<file path="config.mk">
export PLATFORM = sky130hd
export DESIGN_NAME = mem_arbiter
export DESIGN_NICKNAME = d
export VERILOG_FILES = /design/src/rtl/rv32_pkg.sv /design/src/rtl/arb_id_fifo.sv /design/src/rtl/mem_arbiter.sv
export SDC_FILE = /design/constraint.sdc
export NUM_CORES = 1
export LEC_CHECK = 0
export CORE_AREA = 2 2 109 111
export CTS_CLUSTER_SIZE = 24
export DETAILED_ROUTE_END_ITERATION = 12
export DIE_AREA = 0 0 111 113
export PLACE_DENSITY = 0.63
export SKIP_CTS_REPAIR_TIMING = 1
export SLEW_MARGIN = 10
export SYNTH_ARGS = -nofsm -noshare
export SYNTH_HDL_FRONTEND = slang
export SYNTH_SLANG_ARGS = --single-unit
</file>
<file path="constraint.sdc">
create_clock -name clk_i -period 2.1 [get_ports clk_i]
set_clock_uncertainty 0.2 [all_clocks]
set_input_delay 0.21 -clock clk_i [delete_from_list [all_inputs] [get_ports clk_i]]
set_output_delay 0.21 -clock clk_i [all_outputs]
set_load 0.05 [all_outputs]
</file>
<file path="src/rtl/rv32_pkg.sv">
// Shared core types.
// Arbiter requester IDs used by mem_arbiter and its ID FIFO.
package rv32_pkg;

    typedef enum logic {
        ARB_INSTR = 1'b0,
        ARB_DATA  = 1'b1
    } arb_id_e;

endpackage

</file>
<file path="src/rtl/arb_id_fifo.sv">
// In-order FIFO of arbiter winner IDs.
// Holds the requester of every granted but unanswered memory access.
module arb_id_fifo
    import rv32_pkg::*;
#(
    parameter int DEPTH = 2,
    localparam int CW = $clog2(DEPTH + 1)
) (
    input  logic          clk_i,
    input  logic          rst_ni,
    input  logic          push_i,
    input  arb_id_e       id_i,
    input  logic          pop_i,
    output arb_id_e       head_o,
    output logic          full_o,
    output logic          empty_o,
    output logic [CW-1:0] count_o
);

    localparam int PW = (DEPTH > 1) ? $clog2(DEPTH) : 1;

    arb_id_e       mem_q [DEPTH];
    logic [PW-1:0] wr_q;
    logic [PW-1:0] rd_q;
    logic [CW-1:0] cnt_q;
    logic          do_push;
    logic          do_pop;

    function automatic logic [PW-1:0] next_ptr(input logic [PW-1:0] p);
        return (p == PW'(DEPTH - 1)) ? '0 : p + 1'b1;
    endfunction

    assign full_o  = (cnt_q == CW'(DEPTH));
    assign empty_o = (cnt_q == '0);
    assign count_o = cnt_q;
    assign head_o  = mem_q[rd_q];
    assign do_push = push_i & ~full_o;
    assign do_pop  = pop_i & ~empty_o;

    always_ff @(posedge clk_i) begin
        if (do_push) begin
            mem_q[wr_q] <= id_i;
        end
    end

    always_ff @(posedge clk_i or negedge rst_ni) begin
        if (!rst_ni) begin
            wr_q  <= '0;
            rd_q  <= '0;
            cnt_q <= '0;
        end else begin
            if (do_push) begin
                wr_q <= next_ptr(wr_q);
            end
            if (do_pop) begin
                rd_q <= next_ptr(rd_q);
            end
            cnt_q <= cnt_q + CW'(do_push) - CW'(do_pop);
        end
    end

endmodule

</file>
<file path="src/rtl/mem_arbiter.sv">
// Two-to-one instr/data arbiter onto one req/gnt/rvalid memory port.
// Optional round-robin tie-break: define RV32_ARB_ROUND_ROBIN_EN.
module mem_arbiter
    import rv32_pkg::*;
#(
    parameter int MAX_OUTSTANDING = 2,
    parameter int AW = 32,
    localparam int OW = $clog2(MAX_OUTSTANDING + 1)
) (
    input  logic          clk_i,
    input  logic          rst_ni,
    input  logic          instr_req_i,
    input  logic [AW-1:0] instr_addr_i,
    output logic          instr_gnt_o,
    output logic          instr_rvalid_o,
    output logic [31:0]   instr_rdata_o,
    input  logic          data_req_i,
    input  logic [AW-1:0] data_addr_i,
    input  logic          data_we_i,
    input  logic [3:0]    data_be_i,
    input  logic [31:0]   data_wdata_i,
    output logic          data_gnt_o,
    output logic          data_rvalid_o,
    output logic [31:0]   data_rdata_o,
    output logic          mem_req_o,
    output logic [AW-1:0] mem_addr_o,
    output logic          mem_we_o,
    output logic [3:0]    mem_be_o,
    output logic [31:0]   mem_wdata_o,
    input  logic          mem_gnt_i,
    input  logic          mem_rvalid_i,
    input  logic [31:0]   mem_rdata_i,
    output logic [OW-1:0] outstanding_o,
    output logic          err_o
);

    arb_id_e win;
    arb_id_e tie_win;
    arb_id_e lock_id_q;
    arb_id_e head;
    logic    lock_q;
    logic    err_q;
    logic    locked_req;
    logic    locked_ok;
    logic    hs;
    logic    pop;
    logic    full;
    logic    empty;

    assign locked_req = (lock_id_q == ARB_DATA) ? data_req_i : instr_req_i;
    assign locked_ok  = lock_q & locked_req;

`ifdef RV32_ARB_ROUND_ROBIN_EN
    arb_id_e last_q;

    assign tie_win = (last_q == ARB_DATA) ? ARB_INSTR : ARB_DATA;

    always_ff @(posedge clk_i or negedge rst_ni) begin
        if (!rst_ni) begin
            last_q <= ARB_INSTR;
        end else if (hs) begin
            last_q <= win;
        end
    end
`else
    assign tie_win = ARB_DATA;
`endif

    // A pending ungranted request keeps its slot until the handshake.
    always_comb begin
        win = ARB_INSTR;
        if (locked_ok) begin
            win = lock_id_q;
        end else if (instr_req_i && data_req_i) begin
            win = tie_win;
        end else if (data_req_i) begin
            win = ARB_DATA;
        end
    end

    assign mem_req_o = (instr_req_i | data_req_i) & ~full;
    assign hs        = mem_req_o & mem_gnt_i;

    always_comb begin
        mem_addr_o  = instr_addr_i;
        mem_we_o    = 1'b0;
        mem_be_o    = 4'hF;
        mem_wdata_o = '0;
        if (win == ARB_DATA) begin
            mem_addr_o  = data_addr_i;
            mem_we_o    = data_we_i;
            mem_be_o    = data_be_i;
            mem_wdata_o = data_wdata_i;
        end
    end

    assign instr_gnt_o = hs & (win == ARB_INSTR);
    assign data_gnt_o  = hs & (win == ARB_DATA);

    assign pop            = mem_rvalid_i & ~empty;
    assign instr_rvalid_o = pop & (head == ARB_INSTR);
    assign data_rvalid_o  = pop & (head == ARB_DATA);
    assign instr_rdata_o  = mem_rdata_i;
    assign data_rdata_o   = mem_rdata_i;
    assign err_o          = err_q;

    always_ff @(posedge clk_i or negedge rst_ni) begin
        if (!rst_ni) begin
            lock_q    <= 1'b0;
            lock_id_q <= ARB_INSTR;
            err_q     <= 1'b0;
        end else begin
            lock_q    <= mem_req_o & ~mem_gnt_i;
            lock_id_q <= win;
            // Dropped locked request or orphan response.
            err_q     <= err_q | (lock_q & ~locked_req)
                               | (mem_rvalid_i & empty);
        end
    end

    arb_id_fifo #(
        .DEPTH (MAX_OUTSTANDING)
    ) u_fifo (
        .clk_i   (clk_i),
        .rst_ni  (rst_ni),
        .push_i  (hs),
        .id_i    (win),
        .pop_i   (pop),
        .head_o  (head),
        .full_o  (full),
        .empty_o (empty),
        .count_o (outstanding_o)
    );

endmodule

</file>
==> results of run 1 <==
power breakdown:
part | internal [uW] | switching (uW)
clock | 254 | 82.3
sequential | 243 | 55.5
combinational | 970 | 946
path summary, 6_finish.rpt:
| kind | startpoint | end | cells after the start |
|---|---|---|---|
| max in group asynchronous | rst_ni | u_fifo.count_o[1]$_DFF_PN0_ | 1 |
| min in group clk_i | mem_rdata_i[18] | instr_rdata_o[18] | 0 |
| max | lock_id_q$_DFF_PN0_ | instr_gnt_o | 6 |
| min | rst_ni | u_fifo.rd_q$_DFFE_PN0P_ | 1 |
| max reg2reg | u_fifo.count_o[1]$_DFF_PN0_ | u_fifo.count_o[1]$_DFF_PN0_ | 5 |
| min reg2reg | u_fifo.rd_q$_DFFE_PN0P_ | u_fifo.rd_q$_DFFE_PN0P_ | 1 |
registers in the layout, indices dropped and copies added (netlist names):
register        cells
err_o               1
u_fifo.mem_q        2
lock_id_q           1
u_fifo.wr_q         1
u_fifo.count_o      2
u_fifo.rd_q         1
lock_q              1
per-stage QoR:
stage               total power, uW  setup slack [ns]
CTS                            2527           -0.1013
global placement               2158          -0.09829
finish                         2550           0.02399
detailed placement             2176          -0.09850
global route                   2652          -0.05664
floorplan                      1523           0.01539
placed cells by master, fill, tap and decap left out, drive strengths merged:
master and count:
clkinvlp 1, edfxtp 2, and3 34, dfrtp 7, or4b 1, ha 1
nand2 1, dlymetal6s2s 2, clkdlybuf4s50 107, buf 85, nor2 7, nand2b 4
or3b 1, nor2b 2, o21ai 1, a221o 1, xor2 2, mux2 32
nand3b 1, clkbuf 6, inv 2, nor3 1, mux2i 2, xnor2 3
worst max-delay path: cells and delay by family, from the launching register on:
kind                   cells  cell delay [ns]
buffers and inverters      3             0.53
AND/OR/NAND/NOR            3             0.52
flip-flops                 1             0.37
kinds of logic (layout without fill, tap and decap cells):
family                   count (synthesis)  in the layout  share of synthesized area, %
flip-flops                               9              9                         14.92
AO/OA/AOI/OAI                            2              2                        0.9521
XOR/XNOR                                 5              5                         2.778
buffers and inverters                   78            203                         35.08
multiplexers                            34             34                         24.13
adder cells (fa/ha/maj)                  1              1                        0.7935
AND/OR/NAND/NOR                         52             52                         21.35
routing by layer:
layer  track usage, %  part of all wire, %  up-vias
met1            12.05                   37      769
met4            2.583                  1.3        0
met2            21.64                   55      115
met3            2.571                  6.7       12
li1                 -                    -      795
met5                0                    0        -
final cells by class:
cell class / instances / area share, %
multi-input combinational: 94 / 20.80
tap: 143 / 4.373
timing repair buffer: 196 / 66.73
inverter: 3 / 0.3670
sequential: 9 / 5.810
clock buffer: 4 / 1.927
==> metrics.txt, run 1 <==
Main synth FF type dfrtp_1; I/O Buffers ~180; Worst EP required around 1.7 ns; max_cap viols 0; WHS ~0.046 ns; first drt pass iteration count 3; grt ovf 0; area of the multi-input gates 850.8 um2; setup TNS 0 ns; Synth Register Bits 9; Post-synth EDFFs 2; Mapped Area around 1600 um2; first-pass GRT wire length roughly 11 mm; Rel. slew slack around two thirds; HP Class input port to async pin; synthesized area per cell between 8 and 9 um2; initial antenna violation count 0; CP max FO 8; Area Growth Syn to Fin 159.5%; vias in the first global route approximately 1900; Mapped Nets approximately 320; DP Wirelength between 6 and 7 mm; status complete, no violations; layout cells sized above 1 a little under half; core area between 10000 and 15000 um2; r2r setup slk 0.16 ns; Synth top cells by count buf_4 (67), mux2_2 (32), and3_1 (31); final WL 7.738 mm; H-tree levels 1; Worst IR Drop VDD 0.0007497 V; critical path class flip-flop to output port; GP Congestion 0.7674; die footprint 12540 um2; RSZ-0062 raised after global routing true; Worst-Skew Late Latency approximately 0.23 ns; top cells by area, synth buf_4 (32%), mux2_2 (23%), and3_1 (12%); DP Area just under 4000 um2; post-DR vias/cell around 3.8; dpl cells ~440; drt drc 0; Fmax achieved 481.7 MHz; minimum clock period after layout between 2 and 2.5 ns; Yosys cell types 25; crit-path cells nand3b_4, nand2_8, buf_8, clkinvlp_4, nor2_4, buf_12; P_leak ~0.0018 uW; Clock Tree Buf Depth 2; Setup crit end kind output port; post-synth top area cell buf_4; fraction of registers with async set/reset about 80%; Storage cell area about 240 um2; cell count after synthesis 181; ant diodes 0; Yosys Warn Count 0; Finished Layout Cells 449; Crit-path slowest cell dfrtp_1; routed vias 1691; Slew Viols, Final 0; die height about 110 um; Wirelength per Cell between 15 and 20 um; CTS tree yes; FP Rows 39; io pins between 200 and 300; Final #Nets ~450; Chip Width about 110 um; PD cells just over 600 nW/um2; # setup viols final 0; Worst-path clk slew 0.04 ns; arrival time worst endpoint approximately 1.7 ns; most common cell in the netlist buf_4; Hold Fails Final Rpt 0; post-route ant nets 0; DRT iter0 DRCs 30; Final Util between 30% and 40%; period utilisation layout 98.86%; clk root buf clkbuf_16; clock buffer count from CTS 3; Worst-Margin Slew just under 0.5 ns; Global Route Usage Sum between 10% and 20%; largest net degree at the start of global routing 34; Final Cell Area 4091 um2; fill count roughly 1100; Starting Density 13.99%; Seq/Total Area, Yosys between 10% and 20%; CP startpoint kind flip-flop; Synth top area share about a third; CP max stage delay approximately 0.37 ns; CTS sink cnt 9
(Power assumes the default switching activity.)
==> run 2: changes to the inputs <==
--- a/config.mk
+++ b/config.mk
@@ -15,3 +15,4 @@
 export SYNTH_ARGS = -nofsm -noshare
 export SYNTH_HDL_FRONTEND = slang
 export SYNTH_SLANG_ARGS = --single-unit
+export TNS_END_PERCENT = 100
==> results of run 2 <==
Final layout, timing and power as in run 1 (identical DEF).
